<file path="src/rtl/aes_key_sched_ctrl.sv">
// -----------------------------------------------------------------------------
// aes_key_sched_ctrl
// Sequencer for an iterative AES-128 key scheduler that feeds round keys to a
// decryption datapath in descending order (RK10 first, RK0 last).
//
// A session loads the cipher key into the scheduler, walks it forward to RK10,
// then serves keys 10..0 over a valid/ready handshake. The scheduler steps
// backwards one round per accepted key.
//
// Ports
//   clk, rst            clock (rising edge), synchronous active-high reset
//   start, key_in       begin a session; key_in captured when start is accepted
//   busy                session in progress (load, expand or serve)
//   ks_control_signal   scheduler op: 00 hold, 01 load, 10 forward, 11 reverse
//   ks_round_number     Rcon index for the forward/reverse step
//   ks_load_key         registered copy of the captured cipher key
//   ks_round_key        current round key held by the scheduler
//   rk_valid/rk_ready   round-key handshake towards the consumer
//   rk_data             pass-through of ks_round_key
//   rk_index            round index of rk_data (10 down to 0)
//   rk_last             rk_valid and rk_index == 0
// -----------------------------------------------------------------------------
module aes_key_sched_ctrl #(
    parameter int NUM_ROUNDS = 10,
    parameter int KEY_W      = 128
) (
    input  logic             clk,
    input  logic             rst,
    input  logic             start,
    input  logic [KEY_W-1:0] key_in,
    output logic             busy,
    output logic [1:0]       ks_control_signal,
    output logic [3:0]       ks_round_number,
    output logic [KEY_W-1:0] ks_load_key,
    input  logic [KEY_W-1:0] ks_round_key,
    output logic             rk_valid,
    input  logic             rk_ready,
    output logic [KEY_W-1:0] rk_data,
    output logic [3:0]       rk_index,
    output logic             rk_last
);

    localparam logic [3:0] LP_LAST = 4'(NUM_ROUNDS);

    localparam logic [1:0] CTRL_HOLD = 2'b00;
    localparam logic [1:0] CTRL_LOAD = 2'b01;
    localparam logic [1:0] CTRL_FWD  = 2'b10;
    localparam logic [1:0] CTRL_REV  = 2'b11;

    typedef enum logic [1:0] {
        ST_IDLE   = 2'd0,
        ST_LOAD   = 2'd1,
        ST_EXPAND = 2'd2,
        ST_SERVE  = 2'd3
    } state_t;

    state_t             r_state;
    logic [3:0]         r_round;
    logic               r_busy;
    logic               r_rk_valid;
    logic [3:0]         r_rk_index;
    logic               r_rk_last;
    logic [KEY_W-1:0]   r_load_key;

    state_t             w_state_nxt;
    logic [3:0]         w_round_nxt;
    logic               w_busy_nxt;
    logic               w_valid_nxt;
    logic [3:0]         w_index_nxt;
    logic               w_last_nxt;
    logic [KEY_W-1:0]   w_load_key_nxt;
    logic [1:0]         w_ctrl;
    logic [3:0]         w_rnum;
    logic               w_hs;

    assign w_hs = r_rk_valid & rk_ready;

    // State, counter and registered outputs; reset aborts any session at once.
    always_ff @(posedge clk) begin
        if (rst) begin
            r_state    <= ST_IDLE;
            r_round    <= 4'd0;
            r_busy     <= 1'b0;
            r_rk_valid <= 1'b0;
            r_rk_index <= 4'd0;
            r_rk_last  <= 1'b0;
            r_load_key <= '0;
        end else begin
            r_state    <= w_state_nxt;
            r_round    <= w_round_nxt;
            r_busy     <= w_busy_nxt;
            r_rk_valid <= w_valid_nxt;
            r_rk_index <= w_index_nxt;
            r_rk_last  <= w_last_nxt;
            r_load_key <= w_load_key_nxt;
        end
    end

    // Next-state logic and the combinational scheduler command.
    always_comb begin
        w_state_nxt    = r_state;
        w_round_nxt    = r_round;
        w_busy_nxt     = r_busy;
        w_valid_nxt    = r_rk_valid;
        w_index_nxt    = r_rk_index;
        w_load_key_nxt = r_load_key;
        w_ctrl         = CTRL_HOLD;
        w_rnum         = 4'd0;

        case (r_state)
            ST_IDLE: begin
                if (start) begin
                    w_load_key_nxt = key_in;
                    w_state_nxt    = ST_LOAD;
                    w_busy_nxt     = 1'b1;
                    w_round_nxt    = 4'd0;
                    w_index_nxt    = 4'd0;
                end else begin
                    w_state_nxt    = ST_IDLE;
                end
            end
            ST_LOAD: begin
                w_ctrl      = CTRL_LOAD;
                w_state_nxt = ST_EXPAND;
                w_round_nxt = 4'd1;
            end
            ST_EXPAND: begin
                w_ctrl = CTRL_FWD;
                w_rnum = r_round;
                // The step with r == NUM_ROUNDS leaves RK10 in the scheduler.
                if (r_round >= LP_LAST) begin
                    w_state_nxt = ST_SERVE;
                    w_valid_nxt = 1'b1;
                    w_index_nxt = LP_LAST;
                end else begin
                    w_round_nxt = r_round + 4'd1;
                end
            end
            ST_SERVE: begin
                if (w_hs) begin
                    if (r_rk_index != 4'd0) begin
                        // RK[i] -> RK[i-1] undoes the forward step that used Rcon[i].
                        w_ctrl      = CTRL_REV;
                        w_rnum      = r_rk_index;
                        w_index_nxt = r_rk_index - 4'd1;
                    end else begin
                        w_state_nxt = ST_IDLE;
                        w_valid_nxt = 1'b0;
                        w_busy_nxt  = 1'b0;
                    end
                end else begin
                    w_ctrl = CTRL_HOLD;
                end
            end
            default: begin
                w_state_nxt = ST_IDLE;
                w_busy_nxt  = 1'b0;
                w_valid_nxt = 1'b0;
                w_index_nxt = 4'd0;
                w_round_nxt = 4'd0;
            end
        endcase

        w_last_nxt = w_valid_nxt & (w_index_nxt == 4'd0);
    end

    assign busy              = r_busy;
    assign ks_control_signal = w_ctrl;
    assign ks_round_number   = w_rnum;
    assign ks_load_key       = r_load_key;
    assign rk_valid          = r_rk_valid;
    assign rk_data           = ks_round_key;
    assign rk_index          = r_rk_index;
    assign rk_last           = r_rk_last;

endmodule

</file>
<file path="config.mk">
export PLATFORM = sky130hd
export DESIGN_NAME = aes_key_sched_ctrl
export DESIGN_NICKNAME = d
export VERILOG_FILES = /design/src/rtl/aes_key_sched_ctrl.sv
export SDC_FILE = /design/constraint.sdc
export NUM_CORES = 1
export LEC_CHECK = 0
export CAP_MARGIN = 0
export CELL_PAD_IN_SITES_DETAIL_PLACEMENT = 1
export CELL_PAD_IN_SITES_GLOBAL_PLACEMENT = 2
export CORE_AREA = 2 2 206 208
export CTS_BUF_LIST = sky130_fd_sc_hd__clkbuf_4 sky130_fd_sc_hd__clkbuf_8
export DETAILED_ROUTE_END_ITERATION = 10
export DIE_AREA = 0 0 208 210
export GPL_ROUTABILITY_DRIVEN = 0
export PLACE_DENSITY_LB_ADDON = 0.1
export SLEW_MARGIN = 20
export SYNTH_ARGS = -nofsm -noshare
export SYNTH_HDL_FRONTEND = slang
export SYNTH_SLANG_ARGS = --single-unit
</file>
<file path="constraint.sdc">
create_clock -name clk -period 3.6 [get_ports clk]
set_clock_uncertainty 0.1 [all_clocks]
set_input_delay 0.54 -clock clk [delete_from_list [all_inputs] [get_ports clk]]
set_output_delay 0.54 -clock clk [all_outputs]
set_load 0.01 [all_outputs]
</file>
==> summary.txt <==
Sink Count = 141
relative slew slack = 51.24%
Std-Cell Rows = 75
crit-path max FO = 12
syn_nets = 1,060
Critical-path top delay cell = clkdlybuf4s50_1
root buf cell = clkbuf_8
Antenna Nets Post-Route = 0
Synth async-reset ratio = 0%
Pint = 3.371 mW
worst endpoint required time = 2.96 ns
non-filler instance count after layout = 1,466
CP most frequent cell = inv_1
FMAX = 322.7 MHz
register area share after synthesis = 45.40%
I/O Pins = 529
VDD IR-drop max = 0.0002015 V
vias in the first global route = 5,753
wire per inst = 17.31 um
Die Wd = 208 um
Fin Setup TNS = 0 ns
DR vias = 5,467
clock network fraction of total power = 27.5%
Max stage delay on crit path = 0.58 ns
FF+latch count, synth = 141
CP cell instances = inv_1 -> ha_1 -> inv_1 -> o21ai_0 -> clkdlybuf4s50_1
initial antenna violation count = 4
Initial Util = 14.99%
Mean Syn Cell Area = 7.870 um2
Pre-Repair DR Iteration Count = 4
All-Layer GR Usage = 11.53%
Max-Cap Viols = 0
total core area = 41,480 um2
post-DP HPWL = 17,600 um
RSZ-0062 raised after global routing = false
Main synth FF type = dfxtp_1
Post-synth EDFFs = 0
CTS tree = done
number of buffers created by CTS = 17
Post-Syn Area = 6217 um2
Post-Syn Instances = 790
clock insertion delay at the later pin of the skew report = 0.46 ns
final core utilization = 21.71%
Worst-path clk slew = 0.09 ns
most common cell after layout, fill and taps aside = clkdlybuf4s50_1
Die ar. = 43,680 um2
logic gate share of total power = 34.8%
Ys Warns = 0
Die Span Y = 210 um
CP Class = reg -> out
share of post-route cells with drive strength above 1 = 5.076%
final hold vios = 0
DRC errors left = 0
Max Root-Sink Buffers = 2
Tcrit/Tclk final = 86.09%
final setup fails = 0
Max Transition Viols Final = 0
largest net degree at the start of global routing = 133
WP data arrival = 2.46 ns
leakage = 3.232 nW
Post-CTS Setup Bufs = 0
dpl cells = 1,434
number of DRC markers in iteration 0 = 102
WL final = 25,380 um
fin crit period = 3.099 ns
switching power as a share of total power = 34.56%
Power Dens Cells = 572.0 nW/um2
status = finished, final reports clean
Distinct cells, synth = 39
hold buffer count at CTS = 0
HP Class = in -> reg
first-pass GRT wire length = 37,690 um
Sw Pwr = 1.781 mW
post-cts sizing count = 0
Seq pwr share = 37.7%
most frequent cells in the layout = clkdlybuf4s50_1 (271), nand2_1 (262), dfxtp_1 (141), a21oi_1 (133), clkbuf_8 (23)
IO buf count = 272
area delta synth->final = 44.86%
grt total ovfl = 0
fin nets = 1,184
element type at the critical path end = output port
Slew @ Worst Pin = 0.7314 ns
H-tree depth = 4
Worst Setup Start Kind = flip-flop
routed vias/inst = 3.729
-- worst paths after layout --
path                                      start            endpoint  slack (ns)  depth (start not counted)
worst max-delay path                 r_state[0]  ks_round_number[0]        0.50                          5
worst min-delay path                        rst     ks_load_key[69]        0.24                          2
worst max register to register       r_state[0]     ks_load_key[44]        1.20                          6
worst min register to register  ks_load_key[26]     ks_load_key[26]        0.36                          2
-- registers in the layout, indices dropped and copies added, names as in the netlist --
register     count
ks_load_key    128
r_round          4
rk_index         4
r_state          2
busy             1
rk_last          1
rk_valid         1
-- routing by layer --
| layer | GRT usage, % | vias up | share of wire (%) |
|---|---|---|---|
| met5 | 0 | - | 0.13 |
| met4 | 4.622 | 6 | 2.8 |
| met3 | 6.868 | 49 | 11 |
| met2 | 17.12 | 222 | 44 |
| met1 | 13.49 | 2529 | 42 |
| li1 | - | 2661 | - |
-- worst max-delay path: cells and delay by family, from the launching register on --
kind	cells	cell delay, ns
buf+inv	3	0.92
flops	1	0.39
compound gates	1	0.22
fa+ha+maj	1	0.47
-- power groups by stage --
stage | sequential (mW) | combinational, mW | clock (mW)
2_1_floorplan | 2.08 | 0.868 | 0
3_3_place_gp | 1.98 | 1.89 | 0
3_5_place_dp | 1.98 | 1.87 | 0
4_1_cts | 1.95 | 1.88 | 1.53
5_1_grt | 1.98 | 2.00 | 1.60
6_report | 1.94 | 1.79 | 1.41
-- stage by stage --
step                setup slack, ns  cell area, um2  hold slack [ns]  total power, mW
floorplan                     1.622            6217           0.3801            2.946
global placement             0.7389            8586           0.3422            3.866
detailed placement           0.7419            8586           0.3464            3.856
CTS                          0.3844            9004           0.1826            5.366
global route                 0.2544            9004           0.1963            5.584
finish                       0.5008            9006           0.2428            5.152
-- layout make-up --
class,instances,area (um2)
repair buffers,278,2815
diodes,1,2.502
inverters,8,30.03
fillers,4876,32470
multi-input cells,468,2243
clock buffers,26,339.1
well taps,539,674.4
flip-flops and latches,141,2823
clock inverters,5,78.83
-- synth_stat cells, types with 2 or more instances --
master,instances,area share [%]
nand3_1,4,0.32
buf_1,5,0.30
o21ai_0,8,0.64
a21oi_1,133,11
ha_1,10,2.0
nand2b_1,2,0.20
nor2_1,8,0.48
o22ai_1,2,0.20
clkbuf_1,39,2.4
a22o_1,3,0.42
nor4_1,2,0.20
buf_4,128,15
inv_1,8,0.48
nor3_1,2,0.16
nand2_1,263,16
mux2i_1,4,0.64
dfxtp_1,141,45
a211oi_1,2,0.24
nor2b_1,6,0.60
-- kinds of logic after synthesis --
logic type	after synthesis	share of synthesized area, %
DFF	141	45.40
adders and majority gates	10	2.012
AOI/OAI and AO/OA	157	13.97
buffers and inverters	181	18.68
muxes	4	0.6440
and+or+nand+nor	297	19.30
Power figures use the tool's default switching activity.
